$ cat config.mk
export PLATFORM = sky130hd
export DESIGN_NAME = tmr_recovery_ctrl
export DESIGN_NICKNAME = d
export VERILOG_FILES = /design/src/rtl/tmr_pkg.sv /design/src/rtl/tmr_fault_decode.sv /design/src/rtl/tmr_recovery_ctrl.sv
export SDC_FILE = /design/constraint.sdc
export NUM_CORES = 1
export LEC_CHECK = 0
export BUFFER_PORTS_ARGS = -buffer_cell sky130_fd_sc_hd__buf_2
export CAP_MARGIN = 20
export CELL_PAD_IN_SITES_DETAIL_PLACEMENT = 0
export CELL_PAD_IN_SITES_GLOBAL_PLACEMENT = 1
export CORE_ASPECT_RATIO = 1.1
export CORE_MARGIN = 10
export CORE_UTILIZATION = 41
export CTS_CLUSTER_DIAMETER = 60
export CTS_CLUSTER_SIZE = 40
export DETAILED_ROUTE_END_ITERATION = 6
export PLACE_DENSITY = 0.88
export SYNTH_ARGS = -nofsm -noshare
export SYNTH_HDL_FRONTEND = slang
export SYNTH_SLANG_ARGS = --single-unit
$ cat constraint.sdc
create_clock -name clk -period 3.2 [get_ports clk]
set_input_delay 0.32 -clock clk [delete_from_list [all_inputs] [get_ports clk]]
set_output_delay 0.32 -clock clk [all_outputs]
set_load 0.02 [all_outputs]
$ cat src/rtl/tmr_pkg.sv
// Shared types and constants for the TMR recovery controller and fault decoder.
package tmr_pkg;

  typedef enum logic [2:0] {
    IDLE,
    DRAIN,
    COPY,
    PCSYNC,
    HALT
  } tmr_state_e;

  localparam logic [1:0] CORE_A = 2'd0;
  localparam logic [1:0] CORE_B = 2'd1;
  localparam logic [1:0] CORE_C = 2'd2;

  // Voter comparison vector is {A==B, B==C, A==C}
  localparam logic [2:0] CMP_OK    = 3'b111;
  localparam logic [2:0] CMP_A_BAD = 3'b010;
  localparam logic [2:0] CMP_B_BAD = 3'b001;
  localparam logic [2:0] CMP_C_BAD = 3'b100;

  localparam int unsigned NUM_CORES = 3;
  localparam int unsigned RF_ADDR_W = 5;
  localparam int unsigned DRAIN_W   = 4;

  function automatic logic [2:0] core_onehot(input logic [1:0] id);
    core_onehot = 3'b001 << id;
  endfunction

endpackage

$ cat src/rtl/tmr_fault_decode.sv
// Combinational decode of the voter comparison vector into a single faulty
// replica plus a healthy source, or an uncorrectable disagreement.
module tmr_fault_decode
  import tmr_pkg::*;
(
  input  logic [2:0] comp_vec,
  output logic       fault_c,
  output logic       uncorr_c,
  output logic [1:0] faulty_id_c,
  output logic [1:0] src_id_c
);

  always_comb begin
    fault_c     = 1'b0;
    uncorr_c    = 1'b0;
    faulty_id_c = CORE_A;
    src_id_c    = CORE_A;
    case (comp_vec)
      CMP_OK: ;
      CMP_A_BAD: begin
        fault_c     = 1'b1;
        faulty_id_c = CORE_A;
        src_id_c    = CORE_B;
      end
      CMP_B_BAD: begin
        fault_c     = 1'b1;
        faulty_id_c = CORE_B;
        src_id_c    = CORE_A;
      end
      CMP_C_BAD: begin
        fault_c     = 1'b1;
        faulty_id_c = CORE_C;
        src_id_c    = CORE_A;
      end
      default: uncorr_c = 1'b1;
    endcase
  end

endmodule

$ cat src/rtl/tmr_recovery_ctrl.sv
// TMR recovery controller: stalls the cores, copies the register file and PC
// from a healthy replica into the faulty one, or halts on no majority.
// Define TMR_FAULT_CNT_EN to build the per-core saturating fault counters.
module tmr_recovery_ctrl
  import tmr_pkg::*;
#(
  parameter int unsigned NUM_REGS     = 32,
  parameter int unsigned DRAIN_CYCLES = 2,
  parameter int unsigned CNT_W        = 8
) (
  input  logic                 clk,
  input  logic                 rst,
  input  logic                 Comp_valid,
  input  logic [2:0]           Comp_vec,
  output logic                 Stall,
  output logic                 Halt,
  output logic [RF_ADDR_W-1:0] Rf_addr,
  output logic [1:0]           Rf_src_sel,
  output logic [2:0]           Rf_we_mask,
  output logic [2:0]           Pc_load,
  output logic [CNT_W-1:0]     Fault_cnt_A,
  output logic [CNT_W-1:0]     Fault_cnt_B,
  output logic [CNT_W-1:0]     Fault_cnt_C
);

  tmr_state_e           state_q, state_d;
  logic [DRAIN_W-1:0]   drain_q, drain_d;
  logic [1:0]           fid_q, fid_d;
  logic [1:0]           sid_q, sid_d;
  logic                 stall_q, stall_d;
  logic                 halt_q, halt_d;
  logic [RF_ADDR_W-1:0] addr_q, addr_d;
  logic [1:0]           src_q, src_d;
  logic [2:0]           we_q, we_d;
  logic [2:0]           pc_q, pc_d;

  logic       fault_c;
  logic       uncorr_c;
  logic [1:0] faulty_id_c;
  logic [1:0] src_id_c;

  tmr_fault_decode u_decode (
    .comp_vec    (Comp_vec),
    .fault_c     (fault_c),
    .uncorr_c    (uncorr_c),
    .faulty_id_c (faulty_id_c),
    .src_id_c    (src_id_c)
  );

  // Next state; outputs are derived from the next state so they register in step with it
  always_comb begin
    state_d = state_q;
    drain_d = drain_q;
    fid_d   = fid_q;
    sid_d   = sid_q;
    addr_d  = '0;
    case (state_q)
      IDLE: begin
        if (Comp_valid) begin
          if (uncorr_c) begin
            state_d = HALT;
          end else if (fault_c) begin
            state_d = DRAIN;
            drain_d = '0;
            fid_d   = faulty_id_c;
            sid_d   = src_id_c;
          end
        end
      end
      DRAIN: begin
        if (drain_q == DRAIN_W'(DRAIN_CYCLES - 1)) begin
          state_d = COPY;
          drain_d = '0;
          addr_d  = RF_ADDR_W'(1);
        end else begin
          drain_d = drain_q + DRAIN_W'(1);
        end
      end
      COPY: begin
        if (addr_q == RF_ADDR_W'(NUM_REGS - 1)) begin
          state_d = PCSYNC;
        end else begin
          addr_d = addr_q + RF_ADDR_W'(1);
        end
      end
      PCSYNC:  state_d = IDLE;
      HALT:    state_d = HALT;
      default: state_d = IDLE;
    endcase

    // Stall lingers one cycle past PCSYNC so the reloaded PC settles before release
    stall_d = (state_d != IDLE) || (state_q == PCSYNC);
    halt_d  = (state_d == HALT);
    we_d    = (state_d == COPY) ? core_onehot(fid_d) : 3'b000;
    src_d   = (state_d == COPY) ? sid_d : CORE_A;
    pc_d    = (state_d == PCSYNC) ? core_onehot(fid_q) : 3'b000;
  end

  always_ff @(posedge clk or posedge rst) begin
    if (rst) begin
      state_q <= IDLE;
      drain_q <= '0;
      fid_q   <= CORE_A;
      sid_q   <= CORE_A;
      stall_q <= 1'b0;
      halt_q  <= 1'b0;
      addr_q  <= '0;
      src_q   <= CORE_A;
      we_q    <= '0;
      pc_q    <= '0;
    end else begin
      state_q <= state_d;
      drain_q <= drain_d;
      fid_q   <= fid_d;
      sid_q   <= sid_d;
      stall_q <= stall_d;
      halt_q  <= halt_d;
      addr_q  <= addr_d;
      src_q   <= src_d;
      we_q    <= we_d;
      pc_q    <= pc_d;
    end
  end

  assign Stall      = stall_q;
  assign Halt       = halt_q;
  assign Rf_addr    = addr_q;
  assign Rf_src_sel = src_q;
  assign Rf_we_mask = we_q;
  assign Pc_load    = pc_q;

`ifdef TMR_FAULT_CNT_EN
  logic [CNT_W-1:0] cnt_q [NUM_CORES];
  logic [CNT_W-1:0] cnt_d [NUM_CORES];

  // Count completed corrections per core, saturating at all-ones
  always_comb begin
    for (int i = 0; i < NUM_CORES; i++) begin
      cnt_d[i] = cnt_q[i];
      if ((state_q == PCSYNC) && (fid_q == 2'(i)) && (cnt_q[i] != '1)) begin
        cnt_d[i] = cnt_q[i] + CNT_W'(1);
      end
    end
  end

  always_ff @(posedge clk or posedge rst) begin
    if (rst) begin
      for (int i = 0; i < NUM_CORES; i++) cnt_q[i] <= '0;
    end else begin
      for (int i = 0; i < NUM_CORES; i++) cnt_q[i] <= cnt_d[i];
    end
  end

  assign Fault_cnt_A = cnt_q[0];
  assign Fault_cnt_B = cnt_q[1];
  assign Fault_cnt_C = cnt_q[2];
`else
  assign Fault_cnt_A = '0;
  assign Fault_cnt_B = '0;
  assign Fault_cnt_C = '0;
`endif

endmodule
# Word-level counts from Yosys, hierarchy flattened
# Cells that the tools add are included.
[op_classes]
add_sub_neg = 2
eq_ne = 16
shifts = 2
muxes = 28
n_reduce_logical = 7
[op_table]
columns = ["operator", "n"]
rows = [
  ["3-bit 2-to-1 mux", 7],
  ["2-bit 2-to-1 mux", 9],
  ["4-bit 2-to-1 mux", 4],
  ["3-bit by 2-bit equality test with 1-bit output, second input constant", 5],
  ["3-bit equality test, second input constant", 4],
  ["3-bit one-hot mux with 4 select lines", 1],
  ["5-bit one-hot mux with 2 select lines", 1],
  ["4-bit one-hot mux with 2 select lines", 1],
  ["3-bit by 1-bit equality test with 1-bit output, second input constant", 2],
  ["2-bit != test, second input constant", 3],
  ["1-bit by 2-bit left shift with 3-bit output, first input constant", 2],
  ["5-bit by 1-bit adder with 5-bit output, second input constant", 1],
  ["5-bit equality test, second input constant", 1],
  ["5-bit 2-to-1 mux", 1],
  ["4-bit by 1-bit adder with 4-bit output, second input constant", 1],
  ["4-bit by 1-bit equality test with 1-bit output, second input constant", 1],
  ["2-bit one-hot mux with 2 select lines", 1],
  ["4-bit AND reduction", 1],
  ["4-bit OR reduction", 1],
  ["3-bit logical NOT", 1],
  ["1-bit 2-to-1 mux", 3],
  ["3-bit nonzero test", 1],
  ["3-bit OR reduction", 1],
  ["2-bit nonzero test", 1],
  ["1-bit logical OR", 1],
]
[word_totals]
ff_bits = 26
in_bits = 6
out_inout_bits = 39
elab_cells = 65

# Logic depth before layout (Yosys ltp)
# Gate-level depths: netlist of run 1.
[depth]
ltp_word = 9
mapped_depth = 6
mapped_depth_nobuf = 6

# By module
# Synthesis of run 1 repeated with hierarchy kept, for this count alone.
[hier_totals]
cells_unflattened = 139
area_unflattened_um2 = 1416.4
[by_module_without_submodules]
columns = ["mod", "n_inst", "cells_each", "area_each_um2", "seq_area_each_um2"]
rows = [
  ["tmr_recovery_ctrl", 1, 130, 1352.5, 650.6],
  ["tmr_fault_decode", 1, 9, 63.8, 0.0],
]

# Worst setup path before layout of run 1
# OpenSTA, ideal clock, no wires.
[synth_timing]
path_kind = "reg2reg"
startpoint = "reg addr_q[0] (netlist: Rf_addr[0])"
endpoint = "reg we_q[1] (netlist: Rf_we_mask[1])"
setup_ns = 0.080
t_arrival_ns = 1.683
required_ns = 3.120
slack_ns = 1.437
stages_incl_launch_ff = 7
n_path_buf = 0
synth_period_minus_slack_ns = 1.763
cell_sequence = "dfrtp_1 -> ha_1 -> and3_1 -> ha_1 -> a32oi_2 -> nand4b_2 -> nor3b_2"
[synth_between]
elab_chain_len = 5
[synth_lines]
columns = ["element", "line_no", "source"]
rows = [
  ["start, declared", "tmr_recovery_ctrl.sv:32", "logic [RF_ADDR_W-1:0] addr_q, addr_d;"],
  ["start signal, assigned", "tmr_recovery_ctrl.sv:118", "addr_q <= addr_d;"],
  ["5-bit equality test", "tmr_recovery_ctrl.sv:80", "if (addr_q == RF_ADDR_W'(NUM_REGS - 1)) begin"],
  ["3-bit 2-to-1 mux", "tmr_recovery_ctrl.sv:80", ""],
  ["3-bit one-hot mux with 4 select lines", "tmr_recovery_ctrl.sv:57", "case (state_q)"],
  ["3-bit by 2-bit equality test with 1-bit output", "tmr_recovery_ctrl.sv:94", "we_d = (state_d == COPY) ? core_onehot(fid_d) : 3'b000;"],
  ["3-bit 2-to-1 mux", "tmr_recovery_ctrl.sv:94", ""],
  ["named net we_d[1]", "tmr_recovery_ctrl.sv:34", "logic [2:0] we_q, we_d;"],
  ["end signal, assigned", "tmr_recovery_ctrl.sv:120", "we_q <= we_d;"],
  ["end, declared", "tmr_recovery_ctrl.sv:34", ""],
]
# The timed path passes the listed nets, and every way through them passes these cells.
# A chain may end at the register's enable or synchronous reset.

# Worst setup path after layout of run 1
# Ends and elaborated chain as after synthesis.

==> impl_metrics.ini, run 1 <==
[place]
dp.cells = 195
placed_area_mm2 = 0.00147
pre_cts_ws_ns = 1.34
gp_congestion = 0.759
post-dp-hpwl_um = 2310
portBuffers = 20

[critical_path]
critical_path_class = flop to flop
rr_worst_depth = 6
path_max_fanout = 5
crit_chain = ha_1 -> and3_1 -> ha_1 -> a32oi_2 -> nand4b_2 -> nor3b_2
crit_buf_inv = 0
crit_path_start_kind = flop
critPathArrivalTime_ns = 2.14
crit_path_end_kind = flop
worst-path-stages = 6
rrSetupSlack_ns = 1.31
cpMostUsedCell = ha_1
crit_slowest_cell = dfrtp_1
r2r-end = Rf_we_mask[1]$_DFF_PP0_
cpPeakStageDelay_ns = 0.45
r2r-start = Rf_addr[0]$_DFF_PP0_
crit_family = simple AND/OR/NAND/NOR gates
cp_data_required_time_ns = 3.44

[synth]
syn-cell-area_mm2 = 0.00144
synth_flop_cell = dfrtp_1
synthCells = 133
ys_types = 48
yosys-top-cells-count = 26 x dfrtp_1, 25 x buf_4, 8 x nand2_1
synth_edf_count = 0
synth-seq-area-share_pct = 45.2
avgSynthCellArea_um2 = 10.8
synth_top_area_share_pct = 45.2
async_reset_ff_share_pct = 100
ys_warn_count = 0
yosysTopAreaCell = dfrtp_1
synthMostInstantiatedCell = dfrtp_1
ys_top_cells_by_area = dfrtp_1 45%, buf_4 13%, ha_1 3.5%
synth_seq_cells = 26

[pwr]
pwr-share-seq_pct = 55.1
p_sw_mw = 0.283
power.internal_mw = 0.509
power.density_mw_per_mm2 = 518
peakVddDrop_uv = 333
p_comb_share_pct = 27.6
power.leakage_nw = 0.739
sw_frac_of_total_pct = 35.8
clock_power_share_pct = 17.4

[drt]
avgViaCountPerCell = 4.72
postRouteAntennaNets = 0
drtIter0Drc = 77
finalWirelength_um = 2930
drc_errors = 0
dr.pass1.iters = 4
wl_per_cell_um = 14.6
vias = 944

[clock_tree]
clockRootBuffer = clkbuf_4
cts_sinks = 26
cts_buffer_depth = 2
path_clk_slew_ns = 0.14
cts_tree = done
post-cts-setup-buffer-count = 0
cts_resized = 0
htreeDepth = 1
cts_made_buffers = 3
insertion_delay_ns = 0.32

[timing]
post-route-period-util_pct = 59.2
fin_worst_skew_ns = 0.0122
finalMaxSlewViolations = 0
timing.fmax_ghz = 0.528
rsz0062_at_grt = false
setup_viol = 0
setup_tns_ns = 0
hold_viol = 0
setup_ws_ns = 1.31
fin_crit_ns = 1.89

[hold_path]
worstHoldEndpoint = state_q[2]$_DFF_PP0_
hold_path.class = input port to flop
holdPathStages = 3
hold_start = Comp_valid

[floorplan]
rows = 22
initial_core_util_pct = 42.9
die_x_um = 76.5
fp.coreArea_mm2 = 0.00336
fp.dieArea_mm2 = 0.00629
fp.dieH_um = 82.2
io_pins = 45

[outcome]
run_status = finished clean

[global_route]
overflow = 0
grt_pass1_vias = 1068
grt_max_degree = 27
grt_pass1_wl_um = 4820
antenna_found_initial = 0
grt_util_all_layers_pct = 9.15

[cells_and_area]
fin_nets = 164
design_area_mm2 = 0.00153
final_layout_size_suffix_gt1_share_pct = 25.7
fin_cells = 200
area_growth_syn_to_layout_pct = 6.26
diodes = 0
finish.utilization_pct = 45.6

[run]
max_cap_violations = 0
routing by layer:
layer	GRT usage, %	part of all wire [%]	vias up	wire length [um]
li1	-	-	449	-
met2	17.8	55	31	1610
met5	0	0	-	0
met3	3.02	4.0	6	118
met4	2.23	0.99	0	29
met1	9.45	40	458	1170
layout make-up:
cell class	instances	area, um^2
flip-flops and latches	26	651
multi-input cells	98	648
clock buffers	3	22.5
repair buffers	22	138
inverters	3	11.3
well taps	48	60.1
fillers	354	1830
worst max-delay path by stage:
stage | start | to
detailed placement | Rf_addr[0]$_DFF_PP0_ | Rf_we_mask[1]$_DFF_PP0_
floorplan | Rf_addr[0]$_DFF_PP0_ | Rf_we_mask[1]$_DFF_PP0_
global placement | Rf_addr[0]$_DFF_PP0_ | Rf_we_mask[1]$_DFF_PP0_
global route | Rf_addr[0]$_DFF_PP0_ | Rf_we_mask[1]$_DFF_PP0_
finish | Rf_addr[0]$_DFF_PP0_ | Rf_we_mask[1]$_DFF_PP0_
CTS | Rf_addr[0]$_DFF_PP0_ | Rf_we_mask[1]$_DFF_PP0_
sequential cells by signal, summed over array words and instances, names as in the netlist:
register	flops
drain_q	4
sid_q	2
fid_q	2
Rf_we_mask	3
Halt	1
Stall	1
Rf_src_sel	2
state_q	3
Rf_addr	5
Pc_load	3
placed cells by master, fill, tap and decap left out, types with 2 or more instances in the layout:
cell	n
ha_1	4
nor4_1	2
a21oi_1	3
a21o_1	3
and3_1	2
o21ai_0	4
or3_1	2
dfrtp_1	26
nand2b_1	2
nor3b_1	3
and2_1	2
a22o_2	2
inv_1	3
conb_1	24
nand2_1	8
nor2_1	4
nand3_1	3
xor2_1	2
or2_1	2
nor3b_2	2
a31oi_1	2
buf_2	20
clkbuf_4	3
logic make-up after synthesis:
logic type      after synthesis  share of synthesized area [%]
mux                           1                          0.695
xor+xnor                      4                           2.95
compound gates               23                           12.0
flops                        26                           45.2
other cells                   1                          0.260
simple gates                 42                           19.6
buf+inv                      32                           15.8
fa+ha+maj                     4                           3.48
worst register-to-register path: stages, from the launching register on:
cell,delay (ns)
dfrtp_1,0.45
ha_1,0.24
and3_1,0.19
ha_1,0.25
a32oi_2,0.25
nand4b_2,0.21
nor3b_2,0.22
power groups by stage:
stage	Clock (mW)	Sequential [mW]	Combinational (mW)
floorplan	0	0.426	0.210
global placement	0	0.438	0.200
global route	0.158	0.447	0.244
CTS	0.142	0.437	0.213
finish	0.138	0.436	0.218
detailed placement	0	0.444	0.212
per-stage QoR:
stage | power [mW] | hold slack [ns]
6_report | 0.792 | 0.288
5_1_grt | 0.849 | 0.279
4_1_cts | 0.793 | 0.227
3_5_place_dp | 0.656 | 0.479
3_3_place_gp | 0.638 | 0.466
2_1_floorplan | 0.636 | 0.360
repair_timing:
action                                 4_1_cts  5_1_grt
endpoints found under the hold margin        0        1
setup endpoints to repair                    0        0
hold buffers                                 0        1
Note: power is estimated with default switching activity, not from simulation.
==> run 2: changes to the inputs <==
--- a/config.mk
+++ b/config.mk
@@ -11,11 +11,11 @@
 export CELL_PAD_IN_SITES_GLOBAL_PLACEMENT = 1
 export CORE_ASPECT_RATIO = 1.1
 export CORE_MARGIN = 10
-export CORE_UTILIZATION = 41
+export CORE_UTILIZATION = 34
 export CTS_CLUSTER_DIAMETER = 60
 export CTS_CLUSTER_SIZE = 40
 export DETAILED_ROUTE_END_ITERATION = 6
-export PLACE_DENSITY = 0.88
+export PLACE_DENSITY = 0.79
 export SYNTH_ARGS = -nofsm -noshare
 export SYNTH_HDL_FRONTEND = slang
 export SYNTH_SLANG_ARGS = --single-unit
==> constraint.sdc (replaced) <==
create_clock -name clk -period 1.6 [get_ports clk]
set_input_delay 0.16 -clock clk [delete_from_list [all_inputs] [get_ports clk]]
set_output_delay 0.16 -clock clk [all_outputs]
set_load 0.02 [all_outputs]
==> run 2 against run 1 <==
Compared with the run above: the flow now finishes with violations (setup timing); maximum frequency up 12%; wire length up 7.5%; global-route usage about the same; combinational power rose to 3.0 times the previous value.
==> impl_metrics.ini, run 2 (synthesized netlist as in run 1, its figures left out) <==
[clock_tree]
cts_tree = done
cts_made_buffers = 3
path_clk_slew_ns = 0.09
clockRootBuffer = clkbuf_8
cts_buffer_depth = 2
cts_sinks = 26
insertion_delay_ns = 0.27
htreeDepth = 1

[timing]
whs_ns = 0.194
fin_worst_skew_ns = 0.00525
setup_tns_ns = -0.340
rsz0062_at_grt = true
fin_crit_ns = 1.69
setup_ws_ns = -0.0936
hold_viol = 0
finalMaxSlewViolations = 0
post-route-period-util_pct = 106
timing.fmax_ghz = 0.590
setup_viol = 6

[cells_and_area]
diodes = 0
final_layout_size_suffix_gt1_share_pct = 38.7
final_cell_mix = 24 x dfrtp_1, 24 x conb_1, 20 x buf_2, 15 x buf_4, 8 x nand2_1
fill_cells = 410
design_area_mm2 = 0.00175
largest_reg_flops = 5
finish.utilization_pct = 43.5
fin_nets = 179
area_growth_syn_to_layout_pct = 21.5

[floorplan]
fp.dieArea_mm2 = 0.00724
initial_core_util_pct = 35.8
fp.dieH_um = 88.3
die_x_um = 82.1
io_pins = 45
rows = 24
fp.coreArea_mm2 = 0.00402

[global_route]
antenna_found_initial = 0
overflow = 0
grt_util_all_layers_pct = 9.12
grt_pass1_wl_um = 5330
grt_max_degree = 16
grt_pass1_vias = 1092

[pwr]
power.density_mw_per_mm2 = 1160
peakVddDrop_uv = 382
power.leakage_nw = 0.831
p_total_mw = 2.03

[drt]
vias = 988
dr.pass1.iters = 4
drtIter0Drc = 35
drc_errors = 0
finalWirelength_um = 3150
postRouteAntennaNets = 0
avgViaCountPerCell = 4.49
wl_per_cell_um = 14.3

[run]
max_cap_violations = 0

[outcome]
violations = setup timing
run_status = finished, violations left

[critical_path]
crit_slowest_cell = or3b_4
cp_data_required_time_ns = 1.80
cpPeakStageDelay_ns = 0.42
critical_path_class = flop to flop
crit_path_end_kind = flop
crit_path_start_kind = flop
path_max_fanout = 5
critPathArrivalTime_ns = 1.89
crit_chain = inv_2 -> ha_4 -> or3b_4 -> a32oi_4 -> nand4b_4 -> nor3b_2

[place]
placed_area_mm2 = 0.00160
portBuffers = 20
gp_congestion = 0.751
post-dp-hpwl_um = 2440

[hold_path]
hold_path.class = input port to flop
-- run 2: cell count changes in the layout (fill, tap and decap cells not counted), moves of 3 or more --
cell / delta
clkbuf_4: -3
buf_4: +15
ha_1: -3
clkbuf_8: +3
-- run 2: path summary, 6_finish.rpt --
| check | from | to | slack [ns] | cells past startpoint |
|---|---|---|---|---|
| setup / recovery | drain_q[1]$_DFFE_PP0P_ | Rf_we_mask[1]$_DFF_PP0_ | -0.09 | 6 |
| hold / removal | Comp_valid | Halt$_DFF_PP0_ | 0.19 | 3 |
| setup reg to reg | drain_q[1]$_DFFE_PP0P_ | Rf_we_mask[1]$_DFF_PP0_ | -0.09 | 6 |
| hold reg to reg | sid_q[1]$_DFF_PP0_ | sid_q[1]$_DFF_PP0_ | 0.50 | 1 |
| max in group asynchronous | rst | state_q[2]$_DFF_PP0_ | 0.58 | 4 |
| min in group asynchronous | rst | Pc_load[0]$_DFF_PP0_ | 0.45 | 3 |
-- run 2: final cells by class --
type | instances | area [um^2] | area share [%]
Inverter | 3 | 11.3 | 0.643
Multi-Input combinational cell | 98 | 716 | 40.9
Timing Repair Buffer | 37 | 234 | 13.4
Clock inverter | 1 | 30.0 | 1.72
Sequential cell | 26 | 653 | 37.3
Tap cell | 52 | 65.1 | 3.72
Clock buffer | 3 | 41.3 | 2.36
-- run 2: repair_timing --
action / 4_1_cts / 5_1_grt
pin swaps: 5 / 5
endpoints found under the hold margin: 13 / 0
hold buffers: 1 / 0
cloned: 0 / 0
setup endpoints to repair: 6 / 9
resized for setup: 4 / 5
setup buffers: 3 / 1
-- run 2: through the flow --
step / instances / setup slack, ns
floorplan: 156 / -0.00875
global placement: 211 / -0.0335
detailed placement: 211 / -0.117
CTS: 219 / -0.0762
global route: 220 / -0.150
finish: 220 / -0.0936
-- run 2: report_power, final --
group	switching (mW)	internal, mW	total, mW
clock network	0.197	0.334	0.532
logic	0.360	0.301	0.661
registers	0.0884	0.752	0.840
total	0.646	1.39	2.03
-- run 2: critical path: cells and delay by family (launching register included) --
kind            cells  cell delay (ns)
simple gates        3             0.78
fa+ha+maj           1             0.12
flops               1             0.40
buf+inv             1             0.08
compound gates      1             0.24
-- run 2: routing by layer --
metal  up-vias  track usage [%]  wire, um
li1        477                -         -
met1       480             10.6      1300
met2        29             16.0      1680
met3         2             1.93       138
met4         0             3.25        34
met5         -                0         0
==> run 3: changes to the inputs <==
--- a/config.mk
+++ b/config.mk
@@ -5,17 +5,19 @@
 export SDC_FILE = /design/constraint.sdc
 export NUM_CORES = 1
 export LEC_CHECK = 0
-export BUFFER_PORTS_ARGS = -buffer_cell sky130_fd_sc_hd__buf_2
+export ABC_AREA = 1
+export BUFFER_PORTS_ARGS = -buffer_cell sky130_fd_sc_hd__buf_4
 export CAP_MARGIN = 20
 export CELL_PAD_IN_SITES_DETAIL_PLACEMENT = 0
 export CELL_PAD_IN_SITES_GLOBAL_PLACEMENT = 1
 export CORE_ASPECT_RATIO = 1.1
 export CORE_MARGIN = 10
-export CORE_UTILIZATION = 34
+export CORE_UTILIZATION = 33
 export CTS_CLUSTER_DIAMETER = 60
 export CTS_CLUSTER_SIZE = 40
 export DETAILED_ROUTE_END_ITERATION = 6
-export PLACE_DENSITY = 0.79
+export PLACE_DENSITY = 0.8
 export SYNTH_ARGS = -nofsm -noshare
 export SYNTH_HDL_FRONTEND = slang
+export SYNTH_HIERARCHICAL = 1
 export SYNTH_SLANG_ARGS = --single-unit
==> run 3 against run 2 <==
Compared with the run above: the run now ends clean; clock skew fell by 0.0034 ns; die area rose by 3.1%; wire length fell by 16%; synthesized cell count rose by 30%; critical path depth rose by 3; core utilization fell by 4.0 points; first-iteration DRC count fell by 31%.
==> impl_metrics.ini, run 3 <==
[timing]
hold_viol = 0
finalMaxSlewViolations = 0
setup_tns_ns = 0
rsz0062_at_grt = false
fin_crit_ns = 1.47
fin_worst_skew_ns = 0.00180
whs_ns = 0.242
timing.fmax_ghz = 0.682
setup_viol = 0
post-route-period-util_pct = 91.6

[clock_tree]
cts_buffer_depth = 2
cts_made_buffers = 3
cts_sinks = 26
cts_tree = done
clockRootBuffer = clkbuf_8
path_clk_slew_ns = 0.09
htreeDepth = 1
insertion_delay_ns = 0.27

[critical_path]
rrSetupSlack_ns = 0.13
path_max_fanout = 5
critical_path_class = flop to flop
crit_path_end_kind = flop
critPathArrivalTime_ns = 1.67
crit_chain = ha_2 -> nand2_1 -> nor2_1 -> ha_2 -> inv_2 -> nor2_4 -> nor2_2 -> nand3_4 -> nor2_1
cpPeakStageDelay_ns = 0.40
crit_path_start_kind = flop
cp_data_required_time_ns = 1.80
crit_slowest_cell = dfrtp_1

[drt]
drtIter0Drc = 24
postRouteAntennaNets = 0
finalWirelength_um = 2660
avgViaCountPerCell = 3.99
wl_per_cell_um = 10.5
vias = 1014
dr.pass1.iters = 4
drc_errors = 0

[global_route]
grt_pass1_vias = 1071
grt_max_degree = 27
grt_util_all_layers_pct = 7.07
overflow = 0
grt_pass1_wl_um = 4490
antenna_found_initial = 0

[place]
post-dp-hpwl_um = 2130
portBuffers = 20
gp_congestion = 0.756

[pwr]
power.internal_mw = 1.10
p_sw_mw = 0.557
pwr-share-seq_pct = 47.8
power.density_mw_per_mm2 = 978
power.leakage_nw = 0.914
clock_power_share_pct = 25.4
peakVddDrop_uv = 317
p_comb_share_pct = 26.8
sw_frac_of_total_pct = 33.7

[floorplan]
fp.dieH_um = 89.6
io_pins = 45
initial_core_util_pct = 33.9
rows = 25
fp.coreArea_mm2 = 0.00429
die_x_um = 83.3
fp.dieArea_mm2 = 0.00746

[synth]
synth-seq-area-share_pct = 44.8
ys_warn_count = 6
async_reset_ff_share_pct = 100
ys_types = 23
synthCells = 173
synthMostInstantiatedCell = nand2_1
ys_top_cells_by_area = dfrtp_1 45%, buf_4 13%, nand2_1 7.5%
synth_edf_count = 0
synth_flop_cell = dfrtp_1
avgSynthCellArea_um2 = 8.40
yosysTopAreaCell = dfrtp_1
synth_seq_cells = 26
synth_top_area_share_pct = 44.8
syn-cell-area_mm2 = 0.00145
yosys-top-cells-count = 29 x nand2_1, 27 x inv_1, 26 x dfrtp_1

[cells_and_area]
fin_nets = 211
area_growth_syn_to_layout_pct = 16.4
layout_commonest_cell = nand2_1
largest_reg_flops = 5
final_layout_size_suffix_gt1_share_pct = 25.5
diodes = 0
final_cell_mix = 29 x nand2_1, 26 x dfrtp_1, 25 x inv_1, 25 x conb_1, 24 x buf_4

[hold_path]
hold_path.class = input port to flop

[outcome]
run_status = finished clean

[run]
max_cap_violations = 0
==> run 3: cell count changes in the layout (fill, tap and decap cells not counted), moves of 4 or more <==
cell / before / now
nand2_1: 8 / 29
nor2_1: 4 / 11
buf_4: 15 / 24
nor2_2: 0 / 4
buf_2: 20 / 0
inv_2: 1 / 5
inv_1: 2 / 25
nand3_1: 3 / 12
==> run 3: path summary, 6_finish.rpt <==
kind                                      startpoint                 endpoint  depth (start not counted)
worst max-delay path            Rf_addr[0]$_DFF_PP0_  Rf_src_sel[1]$_DFF_PP0_                          9
worst min register to register    fid_q[1]$_DFF_PP0_     Pc_load[0]$_DFF_PP0_                          1
worst min-delay path                      Comp_valid           Halt$_DFF_PP0_                          5
worst max register to register  Rf_addr[0]$_DFF_PP0_  Rf_src_sel[1]$_DFF_PP0_                          9
min in group asynchronous                        rst     Rf_addr[3]$_DFF_PP0_                          4
max in group asynchronous                        rst     Rf_addr[1]$_DFF_PP0_                          4
==> run 3: layer usage <==
| metal | GRT usage (%) | vias up | routed length, um |
|---|---|---|---|
| met3 | 1.71 | 5 | 161 |
| met2 | 12.3 | 31 | 1220 |
| li1 | - | 533 | - |
| met5 | 0 | - | 0 |
| met4 | 4.18 | 0 | 66 |
| met1 | 7.80 | 445 | 1210 |
==> run 3: cells by family after synthesis <==
logic type	synth area share [%]
xor+xnor	1.21
fa+ha+maj	3.44
simple gates	24.4
other cells	0.517
compound gates	4.65
flops	44.8
buf+inv	21.1
==> run 3: through the flow <==
stage	setup WS (ns)	std cells	utilization [%]	cell area [um^2]	total power [mW]
5_1_grt	0.0191	254	39.5	1690	1.78
2_1_floorplan	0.0748	196	-	1540	1.18
3_3_place_gp	0.127	248	37.2	1590	1.25
4_1_cts	0.0448	253	38.7	1660	1.67
3_5_place_dp	0.0649	248	37.2	1590	1.25
6_report	0.134	254	39.5	1690	1.66
==> run 3: area by class of cell <==
type,instances,area (um^2)
clock buffer,4,55.1
fill,449,2590
inverter,31,119
multi-input combinational,114,611
sequential,26,651
tap,54,67.6
timing repair buffer,25,190
==> run 3: repair_timing <==
action / CTS / global route
setup endpoints to repair: 0 / 10
buffers inserted: 0 / 1
hold buffers: 1 / 0
gates resized for setup: 0 / 10
hold endpoints to repair: 26 / 0
==> run 3: critical path, delay by kind of cell (launching register included) <==
family / cells / cell delay, ns
adders and majority gates: 2 / 0.36
and+or+nand+nor: 6 / 0.55
buffers and inverters: 1 / 0.08
DFF: 1 / 0.40
==> run 3: power groups by stage <==
stage | registers [mW] | logic [mW] | clock network [mW]
final | 0.792 | 0.443 | 0.421
after global routing | 0.811 | 0.506 | 0.458
after CTS | 0.795 | 0.445 | 0.427
after detailed placement | 0.807 | 0.442 | 0
after global placement | 0.807 | 0.440 | 0
after floorplan | 0.825 | 0.355 | 0
